## config.mk

```make
export PLATFORM = sky130hd
export DESIGN_NAME = ir_frame_tx_flat
export DESIGN_NICKNAME = d
export VERILOG_FILES = /design/src/rtl/ir_frame_tx_if.sv /design/src/rtl/ir_frame_tx.sv /design/src/flat_wrapper.sv
export SDC_FILE = /design/constraint.sdc
export NUM_CORES = 1
export LEC_CHECK = 0
export ABC_AREA = 1
export BUFFER_PORTS_ARGS = -buffer_cell sky130_fd_sc_hd__clkbuf_2
export CAP_MARGIN = 20
export CELL_PAD_IN_SITES_DETAIL_PLACEMENT = 1
export CELL_PAD_IN_SITES_GLOBAL_PLACEMENT = 2
export CORE_UTILIZATION = 35
export DETAILED_ROUTE_END_ITERATION = 8
export PLACE_DENSITY = 0.79
export SYNTH_ARGS = -nofsm -noshare
export SYNTH_HDL_FRONTEND = slang
export SYNTH_SLANG_ARGS = --single-unit
```

## constraint.sdc

```tcl
create_clock -name clk -period 3.6 [get_ports clk]
set_input_delay 0.54 -clock clk [delete_from_list [all_inputs] [get_ports clk]]
set_output_delay 0.54 -clock clk [all_outputs]
set_load 0.02 [all_outputs]
```

## src/rtl/ir_frame_tx_if.sv

```systemverilog
// ---------------------------------------------------------------------------
// ir_frame_tx_if
//
// Request/response bundle between the command builder (master) and the IR
// frame transmitter (slave).
//
//   tx_valid  master->slave  frame request
//   tx_ready  slave->master  transmitter idle, request will be accepted
//   seg0      master->slave  segment-0 payload (W0 bits, sent MSB first)
//   seg1      master->slave  segment-1 payload (W1 bits, sent MSB first)
//   rep       master->slave  extra repeats (frame is sent rep+1 times)
//   mod_en    master->slave  1 = gate the envelope with the carrier
//   ir_out    slave->master  IR LED drive
//   ir_env    slave->master  unmodulated envelope (high during marks)
//   busy      slave->master  inverse of tx_ready
//   done      slave->master  one-cycle pulse after the last frame
// ---------------------------------------------------------------------------
interface ir_frame_tx_if #(
    parameter int W0 = 35,
    parameter int W1 = 32
);
    logic          tx_valid;
    logic          tx_ready;
    logic [W0-1:0] seg0;
    logic [W1-1:0] seg1;
    logic [3:0]    rep;
    logic          mod_en;
    logic          ir_out;
    logic          ir_env;
    logic          busy;
    logic          done;

    modport master (
        output tx_valid, seg0, seg1, rep, mod_en,
        input  tx_ready, ir_out, ir_env, busy, done
    );

    modport slave (
        input  tx_valid, seg0, seg1, rep, mod_en,
        output tx_ready, ir_out, ir_env, busy, done
    );
endinterface

```

## src/rtl/ir_frame_tx.sv

```systemverilog
// ---------------------------------------------------------------------------
// ir_frame_tx
//
// Parametrised IR frame transmitter. A frame is: lead code, segment 0,
// connect code, segment 1, stop mark; it is optionally repeated with a
// FRAME_GAP space between copies. Data bits are pulse-distance coded: every
// bit is a BIT_MARK mark followed by ZERO_SPACE or ONE_SPACE.
//
// Ports:
//   clk  system clock
//   rst  asynchronous, active-low reset
//   bus  ir_frame_tx_if.slave (request handshake, payload, IR outputs)
//
// All outputs are registered: each is computed from the next state so it
// changes on the same edge as the state register.
// ---------------------------------------------------------------------------
module ir_frame_tx #(
    parameter int W0         = 35,
    parameter int W1         = 32,
    parameter int CAR_DIV    = 2632,
    parameter int LEAD_MARK  = 900000,
    parameter int LEAD_SPACE = 450000,
    parameter int BIT_MARK   = 56000,
    parameter int ZERO_SPACE = 56000,
    parameter int ONE_SPACE  = 168000,
    parameter int CONN_MARK  = 56000,
    parameter int CONN_SPACE = 2000000,
    parameter int FRAME_GAP  = 4000000,
    parameter int CNT_W      = 23
) (
    input  logic         clk,
    input  logic         rst,
    ir_frame_tx_if.slave bus
);

    localparam int WMAX = (W0 > W1) ? W0 : W1;
    localparam int BW   = (WMAX > 1) ? $clog2(WMAX) : 1;
    localparam int PW   = $clog2(CAR_DIV);

    typedef enum logic [3:0] {
        IDLE, LEAD_M, LEAD_S, S0_M, S0_S, CONN_M, CONN_S,
        S1_M, S1_S, STOP_M, GAP, DONE
    } state_t;

    state_t         state, state_nxt;
    logic [CNT_W-1:0] cnt;
    logic [CNT_W-1:0] dur_m1;
    logic [BW-1:0]  bit_idx;
    logic [3:0]     rep_cnt;
    logic [PW-1:0]  phase, phase_nxt;
    logic [W0-1:0]  seg0_q, seg0_sh;
    logic [W1-1:0]  seg1_q, seg1_sh;
    logic           mod_q, mod_nxt;
    logic           cur_bit;
    logic           timer_done;
    logic           accept;
    logic           carrier_nxt;
    logic           entering;

    logic ir_out_q, ir_env_q, tx_ready_q, busy_q, done_q;

    assign bus.ir_out   = ir_out_q;
    assign bus.ir_env   = ir_env_q;
    assign bus.tx_ready = tx_ready_q;
    assign bus.busy     = busy_q;
    assign bus.done     = done_q;

    function automatic logic is_mark(input state_t s);
        return (s == LEAD_M) || (s == S0_M) || (s == CONN_M) ||
               (s == S1_M)   || (s == STOP_M);
    endfunction

    // Next-state and duration decode.
    always_comb begin
        // NOTE: every variable gets a default first so no latch is inferred.
        seg0_sh    = seg0_q >> bit_idx;
        seg1_sh    = seg1_q >> bit_idx;
        cur_bit    = 1'b0;
        dur_m1     = '0;
        state_nxt  = state;
        accept     = (state == IDLE) && bus.tx_valid;

        if (state == S0_S)      cur_bit = seg0_sh[0];
        else if (state == S1_S) cur_bit = seg1_sh[0];

        case (state)
            LEAD_M:               dur_m1 = CNT_W'(LEAD_MARK - 1);
            LEAD_S:               dur_m1 = CNT_W'(LEAD_SPACE - 1);
            S0_M, S1_M, STOP_M:   dur_m1 = CNT_W'(BIT_MARK - 1);
            S0_S, S1_S:           dur_m1 = cur_bit ? CNT_W'(ONE_SPACE - 1)
                                                   : CNT_W'(ZERO_SPACE - 1);
            CONN_M:               dur_m1 = CNT_W'(CONN_MARK - 1);
            CONN_S:               dur_m1 = CNT_W'(CONN_SPACE - 1);
            GAP:                  dur_m1 = CNT_W'(FRAME_GAP - 1);
            default:              dur_m1 = '0;
        endcase
        timer_done = (cnt == dur_m1);

        case (state)
            IDLE:   if (accept)     state_nxt = LEAD_M;
            LEAD_M: if (timer_done) state_nxt = LEAD_S;
            LEAD_S: if (timer_done) state_nxt = S0_M;
            S0_M:   if (timer_done) state_nxt = S0_S;
            S0_S:   if (timer_done) state_nxt = (bit_idx == '0) ? CONN_M : S0_M;
            CONN_M: if (timer_done) state_nxt = CONN_S;
            CONN_S: if (timer_done) state_nxt = S1_M;
            S1_M:   if (timer_done) state_nxt = S1_S;
            S1_S:   if (timer_done) state_nxt = (bit_idx == '0) ? STOP_M : S1_M;
            STOP_M: if (timer_done) state_nxt = (rep_cnt != 4'd0) ? GAP : DONE;
            GAP:    if (timer_done) state_nxt = LEAD_M;
            DONE:                   state_nxt = IDLE;
            default:                state_nxt = IDLE;
        endcase

        entering = (state_nxt != state);

        // Carrier phase restarts on the first cycle of every mark so each
        // mark begins with a full carrier high half-period.
        if (state_nxt == IDLE || (entering && is_mark(state_nxt)))
            phase_nxt = '0;
        else if (phase == PW'(CAR_DIV - 1))
            phase_nxt = '0;
        else
            phase_nxt = phase + PW'(1);

        mod_nxt     = accept ? bus.mod_en : mod_q;
        carrier_nxt = (phase_nxt < PW'(CAR_DIV / 2));
    end

    // NOTE: sequential state uses non-blocking assignments only, so every
    // register samples the pre-edge values regardless of statement order.
    always_ff @(posedge clk or negedge rst) begin
        if (!rst) begin
            state      <= IDLE;
            cnt        <= '0;
            bit_idx    <= '0;
            rep_cnt    <= '0;
            phase      <= '0;
            // NOTE: the shadow payload is reset too, so no X can reach the
            // outputs even if a synthesis flow reorders the first accept.
            seg0_q     <= '0;
            seg1_q     <= '0;
            mod_q      <= 1'b0;
            ir_out_q   <= 1'b0;
            ir_env_q   <= 1'b0;
            tx_ready_q <= 1'b1;
            busy_q     <= 1'b0;
            done_q     <= 1'b0;
        end else begin
            state <= state_nxt;
            phase <= phase_nxt;

            if (entering || state_nxt == IDLE) cnt <= '0;
            else                               cnt <= cnt + CNT_W'(1);

            if (accept) begin
                seg0_q  <= bus.seg0;
                seg1_q  <= bus.seg1;
                rep_cnt <= bus.rep;
                mod_q   <= bus.mod_en;
            end else if (state == STOP_M && state_nxt == GAP) begin
                rep_cnt <= rep_cnt - 4'd1;
            end

            // Bit index is reloaded on entry to each segment's first mark
            // and stepped down between bits; it never wraps.
            if (state == LEAD_S && state_nxt == S0_M)
                bit_idx <= BW'(W0 - 1);
            else if (state == CONN_S && state_nxt == S1_M)
                bit_idx <= BW'(W1 - 1);
            else if ((state == S0_S && state_nxt == S0_M) ||
                     (state == S1_S && state_nxt == S1_M))
                bit_idx <= bit_idx - BW'(1);

            ir_env_q   <= is_mark(state_nxt);
            ir_out_q   <= is_mark(state_nxt) & (~mod_nxt | carrier_nxt);
            tx_ready_q <= (state_nxt == IDLE);
            busy_q     <= (state_nxt != IDLE);
            done_q     <= (state_nxt == DONE);
        end
    end

endmodule

```

## src/flat_wrapper.sv

```systemverilog
// flat-port wrapper written by rule: the top's interface ports become plain ports
module ir_frame_tx_flat 
#(
    parameter int W0         = 35,
    parameter int W1         = 32,
    parameter int CAR_DIV    = 2632,
    parameter int LEAD_MARK  = 900000,
    parameter int LEAD_SPACE = 450000,
    parameter int BIT_MARK   = 56000,
    parameter int ZERO_SPACE = 56000,
    parameter int ONE_SPACE  = 168000,
    parameter int CONN_MARK  = 56000,
    parameter int CONN_SPACE = 2000000,
    parameter int FRAME_GAP  = 4000000,
    parameter int CNT_W      = 23
)
  (clk, rst, bus_tx_valid, bus_seg0, bus_seg1, bus_rep, bus_mod_en, bus_tx_ready, bus_ir_out, bus_ir_env, bus_busy, bus_done);
  ir_frame_tx_if #(.W0(W0), .W1(W1)) bus_i ();
  input  logic clk;
  input  logic rst;
  input wire logic [$bits(bus_i.tx_valid)-1:0] bus_tx_valid;
  input wire logic [$bits(bus_i.seg0)-1:0] bus_seg0;
  input wire logic [$bits(bus_i.seg1)-1:0] bus_seg1;
  input wire logic [$bits(bus_i.rep)-1:0] bus_rep;
  input wire logic [$bits(bus_i.mod_en)-1:0] bus_mod_en;
  output wire logic [$bits(bus_i.tx_ready)-1:0] bus_tx_ready;
  output wire logic [$bits(bus_i.ir_out)-1:0] bus_ir_out;
  output wire logic [$bits(bus_i.ir_env)-1:0] bus_ir_env;
  output wire logic [$bits(bus_i.busy)-1:0] bus_busy;
  output wire logic [$bits(bus_i.done)-1:0] bus_done;
  assign bus_i.tx_valid = bus_tx_valid;
  assign bus_i.seg0 = bus_seg0;
  assign bus_i.seg1 = bus_seg1;
  assign bus_i.rep = bus_rep;
  assign bus_i.mod_en = bus_mod_en;
  assign bus_tx_ready = bus_i.tx_ready;
  assign bus_ir_out = bus_i.ir_out;
  assign bus_ir_env = bus_i.ir_env;
  assign bus_busy = bus_i.busy;
  assign bus_done = bus_i.done;
  ir_frame_tx #(.W0(W0), .W1(W1), .CAR_DIV(CAR_DIV), .LEAD_MARK(LEAD_MARK), .LEAD_SPACE(LEAD_SPACE), .BIT_MARK(BIT_MARK), .ZERO_SPACE(ZERO_SPACE), .ONE_SPACE(ONE_SPACE), .CONN_MARK(CONN_MARK), .CONN_SPACE(CONN_SPACE), .FRAME_GAP(FRAME_GAP), .CNT_W(CNT_W)) u_core (.clk(clk), .rst(rst), .bus(bus_i));
endmodule
```

==> impl_metrics.ini, run 1 <==
[layout]
area_delta_synth_final_pct = 19.8
drive_above_1_share_pct = 25.0
n_antenna_cell = 0
nNetsFinal = 1077
utilization_pct = 43.1

[route]
wire_per_inst_um = 14.6
wirelength_um = 18600
drtIter0Drc = 218
ant_nets = 0
via_per_inst = 4.72
via_count = 6009
first_pass_iters = 4
drcViolationCount = 0

[sta]
worst_pin_slew_ns = 0.931
fin_crit_sh_pct = 90.9
setup_viol = 0
fin_tns_setup_ns = 0
max_slew_margin_pct = 37.9
clock_skew_ns = 0.00812
finalCriticalPeriod_ns = 3.27
rsz0062_at_grt = no
max_freq_ghz = 0.306
whs_ns = 0.315
drv_slew = 0
hold_viol_final = 0

[pwr]
p_seq_share_pct = 43.1
p_leak_nw = 4.16
p_clk_share_pct = 54.7
switchingPower_mw = 0.683
max-vdd-ir-drop_uv = 314
power_density_nw_per_um2 = 377
p_comb_share_pct = 2.3
switching_share_pct = 21.4
p_int_mw = 2.50

[die]
die-height_um = 144
fp.dieArea_um2 = 20700
io_pins = 80
rows = 51
die_w_um = 144
initial_core_util_pct = 36.0
core_area_um2 = 19600

[placement]
io_buffers = 79
gp_congestion = 0.791
dp_hpwl_um = 13400

[critical_path]
crit_chain = inv_2, nand2_2, nor2_2, inv_2, nand4_4, nor2_1, xor2_2, nor2_1, nand2_1, nor2_2, nand3_2, nor2_4, nand3_2, nand3_1, nand2_2, nor2_4, nand3_1, nand2_1, nand2_2, nand2_8, clkbuf_16, nor2_4
max_stage_delay_ns = 0.46
crit_required_ns = 3.90
cp-end-kind = register
startpoint_type = register
worstSetupPathType = reg2reg
crit_slowest_cell = dfrtp_1
worstPathArrival_ns = 3.57
path_buf_inv = 3
crit_family = simple AND/OR/NAND/NOR gates
critPathMaxFanout = 7

[logic_synthesis]
syn_avg_cell_area_um2 = 7.75
synth_area_um2 = 7050
synth_cells = 909
yosys_warnings = 0
synth_edf_count = 0
synthArstFlopShare_pct = 100
synth-seq-cells = 122
synth_cell_type_count = 47
synth_nets = 989
synth_top_flop_cell = dfrtp_1
ys_seq_area_share_pct = 43.3

[grt]
grt_max_degree = 105
antenna_found_initial = 0
grt_use_total_pct = 19.8
grt_pass1_wl_um = 31600
overflow = 0
grt_pass1_vias = 6201

[job]
drv_cap = 0

[clock_tree]
clk_pin_slew_worst_paths_ns = 0.06
cts_root_buf = clkbuf_16
clk_path_buf_depth = 2
htree_levels = 4
clock_latency_ns = 0.42
cts_sinks = 122
cts-buffers-inserted = 17
cts_tree = yes

[min_path]
worstHoldPathType = in2reg

[status]
status = finished clean
routing by layer:
metal / vias up / wire [um] / global-route usage, %
met2: 78 / 8520 / 31.4
met3: 15 / 530 / 3.70
met4: 0 / 166 / 5.49
met1: 2889 / 9400 / 27.4
li1: 3027 / - / -
met5: - / 0 / 0
worst min-delay path, stage by stage:
cell	delay [ns]
clkbuf_2	0.07
nand2_1	0.04
nand2_1	0.04
Yosys cell counts (10+ instances only):
library cell | number | share of area (%)
nand3_2 | 10 | 1.4
clkbuf_1 | 17 | 0.91
nand3_1 | 60 | 4.3
o21ai_0 | 52 | 3.7
o21ai_1 | 20 | 1.4
nor2_2 | 19 | 1.7
nand2_2 | 22 | 2.0
nor2_4 | 26 | 4.2
xor2_1 | 15 | 1.9
dfrtp_1 | 121 | 43
nand2_1 | 265 | 14
inv_2 | 13 | 0.69
nor2_1 | 78 | 4.2
inv_1 | 90 | 4.8
sequential cells by signal, indices dropped and copies added, names as in the netlist:
signal	flops
u_core.bit_idx	6
u_core.bus.busy	1
u_core.bus.done	1
u_core.bus.ir_env	1
u_core.bus.ir_out	1
u_core.bus.tx_ready	1
u_core.cnt	23
u_core.mod_q	1
u_core.phase	12
u_core.rep_cnt	4
u_core.seg0_q	35
u_core.seg1_q	32
u_core.state	4
power groups by stage:
stage | logic, mW | clock network, mW | registers, mW
finish | 0.0717 | 1.74 | 1.37
global route | 0.0839 | 1.84 | 1.37
CTS | 0.0752 | 1.78 | 1.37
detailed placement | 0.0739 | 0 | 1.40
global placement | 0.0733 | 0 | 1.40
floorplan | 0.00000159 | 0 | 1.40
per-stage QoR:
step / cells / cell area [um^2] / worst slack, ns / power, mW
floorplan: 909 / 7050 / 0.865 / 1.40
global placement: 1239 / 7770 / 0.294 / 1.47
detailed placement: 1239 / 7770 / 0.233 / 1.47
CTS: 1271 / 8370 / 0.176 / 3.23
global route: 1274 / 8440 / 0.00773 / 3.29
finish: 1274 / 8440 / 0.328 / 3.19
layout make-up:
class	count	area, um^2
inverters	108	424
fillers	2446	11100
clock inverters	12	149
multi-input cells	647	3410
flip-flops and latches	122	3060
clock buffers	19	443
well taps	265	332
repair buffers	101	624
cell families after synthesis:
| group | count (synthesis) | share of synthesized area [%] |
|---|---|---|
| AOI/OAI and AO/OA | 101 | 8.06 |
| xor gates and xnor gates | 23 | 3.07 |
| adders and majority gates | 5 | 0.888 |
| buffers and inverters | 140 | 8.50 |
| DFF | 122 | 43.3 |
| and+or+nand+nor | 518 | 36.1 |
path summary, 6_finish.rpt:
path / slack [ns] / startpoint / endpoint / cells past startpoint
max: 0.33 / u_core.state[1] / u_core.cnt[11] / 22
min reg2reg: 0.48 / u_core.phase[0] / u_core.phase[0] / 1
min: 0.31 / bus_seg1[26] / u_core.seg1_q[26] / 3
max in group asynchronous: 2.27 / rst / u_core.bus.tx_ready / 3
min in group asynchronous: 0.53 / rst / u_core.seg0_q[21] / 2
max reg2reg: 0.33 / u_core.state[1] / u_core.cnt[11] / 22
what timing repair did:
action                                  CTS  global route
gates resized for setup                   0             9
hold buffers                              1             0
endpoints found under the setup margin    0            32
hold endpoints to repair                 15             0
buffers inserted                          0             2
cell usage in the layout, fill, tap and decap left out, types with 7 or more instances in the layout:
cell type  instances
nand4_1            8
o21ai_0           52
nand2_2           21
clkbuf_16         18
nor2_2            19
a21oi_1            7
nor2_1            78
o21ai_1           20
clkbuf_2          78
nand2_1          265
dfrtp_1          120
nor2_4            26
inv_1             89
nor3_1             9
buf_4             17
nand2_4            7
nand3_2            9
inv_2             12
nand3_1           60
xor2_1            15
(Power assumes the default switching activity.)
==> run 2: changes to the inputs <==
Settings changed: GPL_TIMING_DRIVEN set to 0.
==> run 2 against run 1 <==
Compared with the run above: power increased by 6.3%; flip-flop and latch count unchanged; via count down 0.12%; core utilization up 0.45 points; combinational power fell by 0.7%; die area stayed put; count of clock-buffer cells in the layout unchanged; register-to-register slack worse by 0.05 ns; global-route usage increased by 0.28 points.
==> impl_metrics.ini, run 2 (synthesis gave the netlist of run 1 again) <==
[placement]
io_buffers = 79
detailedPlace.worstSlack_ns = 0.0705
gp_congestion = 0.770
dp_hpwl_um = 14200

[sta]
fin_crit_sh_pct = 92.4
clock_skew_ns = 0.0109
rsz0062_at_grt = no
finalCriticalPeriod_ns = 3.33
max_freq_ghz = 0.301
whs_ns = 0.0209
max_slew_margin_pct = 48.5
drv_slew = 0
worst_pin_slew_ns = 0.772
setup_viol = 0
setup_slack_ns = 0.273
hold_viol_final = 0

[critical_path]
critPathMaxFanout = 10
crit_family = simple AND/OR/NAND/NOR gates
cp_num_cells = 22
startpoint_type = register
reg2reg_depth = 22
crit_required_ns = 3.90
worstPathArrival_ns = 3.62
crit_path_start = u_core.state[0]
cp-end-kind = register
crit_slowest_cell = dfrtp_1
r2r-end = u_core.cnt[9]
path_buf_inv = 2
r2r_setup_slack_ns = 0.27
setup.worst_path.end = u_core.cnt[9]
r2r-start = u_core.state[0]
worstSetupPathType = reg2reg
max_stage_delay_ns = 0.51
crit_chain = inv_4, nand2_4, nor2_2, nor2_1, xor2_1, nor2_1, o21ai_0, nor2_1, nand2_1, nor2_2, nand3_2, nor2_4, nand3_2, nand3_1, nand2_2, nor2_4, nand3_1, nand2_1, nand2_2, nand2_4, buf_12, nor2_4

[die]
fp.dieArea_um2 = 20700
die-height_um = 144
io_pins = 80
rows = 51
initial_core_util_pct = 36.0
die_w_um = 144
core_area_um2 = 19600

[route]
wire_per_inst_um = 14.8
drcViolationCount = 0
first_pass_iters = 4
drtIter0Drc = 193
ant_nets = 0
wirelength_um = 19100
via_count = 6002
via_per_inst = 4.66

[grt]
grt_pass1_vias = 6194
antenna_found_initial = 0
grt_max_degree = 89
overflow = 0
grt_use_total_pct = 20.1
grt_pass1_wl_um = 31500

[layout]
largestRegisters = u_core.seg0_q x35, u_core.seg1_q x32, u_core.cnt x23
area_delta_synth_final_pct = 21.1
seqCellArea_um2 = 3050
multi_input_area_um2 = 3410
largest_register_ffs = 35
fill_cells = 2463
n_antenna_cell = 0
mostFrequentLayoutCells = 265 x nand2_1, 121 x dfrtp_1, 89 x inv_1
utilization_pct = 43.5
final_common_cell = nand2_1
nNetsFinal = 1091
regMostFlops = u_core.seg0_q
drive_above_1_share_pct = 24.7

[clock_tree]
clk_path_buf_depth = 2
htree_levels = 4
clock_latency_ns = 0.42
clk_pin_slew_worst_paths_ns = 0.06
cts_root_buf = clkbuf_16
cts_sinks = 122
cts-buffers-inserted = 17
cts_tree = yes

[min_path]
worstHoldPathType = in2async

[pwr]
power_density_nw_per_um2 = 397
max-vdd-ir-drop_uv = 263
p_leak_nw = 4.21

[status]
status = finished clean

[job]
drv_cap = 0
[run 2: layer usage]
| metal | track usage (%) | vias up | part of all wire [%] |
|---|---|---|---|
| met4 | 6.38 | 0 | 1.1 |
| met3 | 3.30 | 14 | 2.2 |
| met2 | 32.1 | 65 | 46 |
| met5 | 0 | - | 0 |
| li1 | - | 3059 | - |
| met1 | 27.6 | 2864 | 51 |
[run 2: final cells by class]
class	count	area share [%]
clock buffers	19	5.19
repair buffers	83	5.32
flip-flops and latches	122	35.8
well taps	265	3.89
plain buffers	32	2.39
clock inverters	13	2.52
inverters	108	4.93
multi-input cells	647	40.0
[run 2: timing repair]
action / CTS / global route
buffers inserted: 0 / 3
endpoints found under the setup margin: 0 / 44
resized for setup: 0 / 16
hold buffers: 0 / 0
[run 2: how the worst min path moves through the flow]
stage	from	endpoint	slack, ns	depth (start not counted)
2_1_floorplan	rst	u_core.bit_idx[0]	0.24	0
3_3_place_gp	u_core.seg0_q[8]	u_core.seg0_q[8]	0.46	2
3_5_place_dp	u_core.seg1_q[27]	u_core.seg1_q[27]	0.46	2
4_1_cts	rst	u_core.seg0_q[20]	0.008	1
5_1_grt	rst	u_core.seg0_q[20]	0.02	1
6_report	rst	u_core.seg0_q[20]	0.02	1
[run 2: metrics by stage]
step | std cells | area, um^2 | power (mW) | TNS [ns]
floorplan | 909 | 7050 | 1.40 | 0
global placement | 1253 | 7770 | 1.47 | -15.31
detailed placement | 1254 | 7810 | 1.47 | 0
CTS | 1286 | 8470 | 3.44 | 0
global route | 1289 | 8530 | 3.49 | 0
finish | 1289 | 8530 | 3.39 | 0
[run 2: where the power goes]
part / leakage (nW) / switching, mW / internal (mW)
clock: 0.318 / 0.688 / 1.26
sequential: 1.47 / 0 / 1.37
combinational: 2.42 / 0.0394 / 0.0319
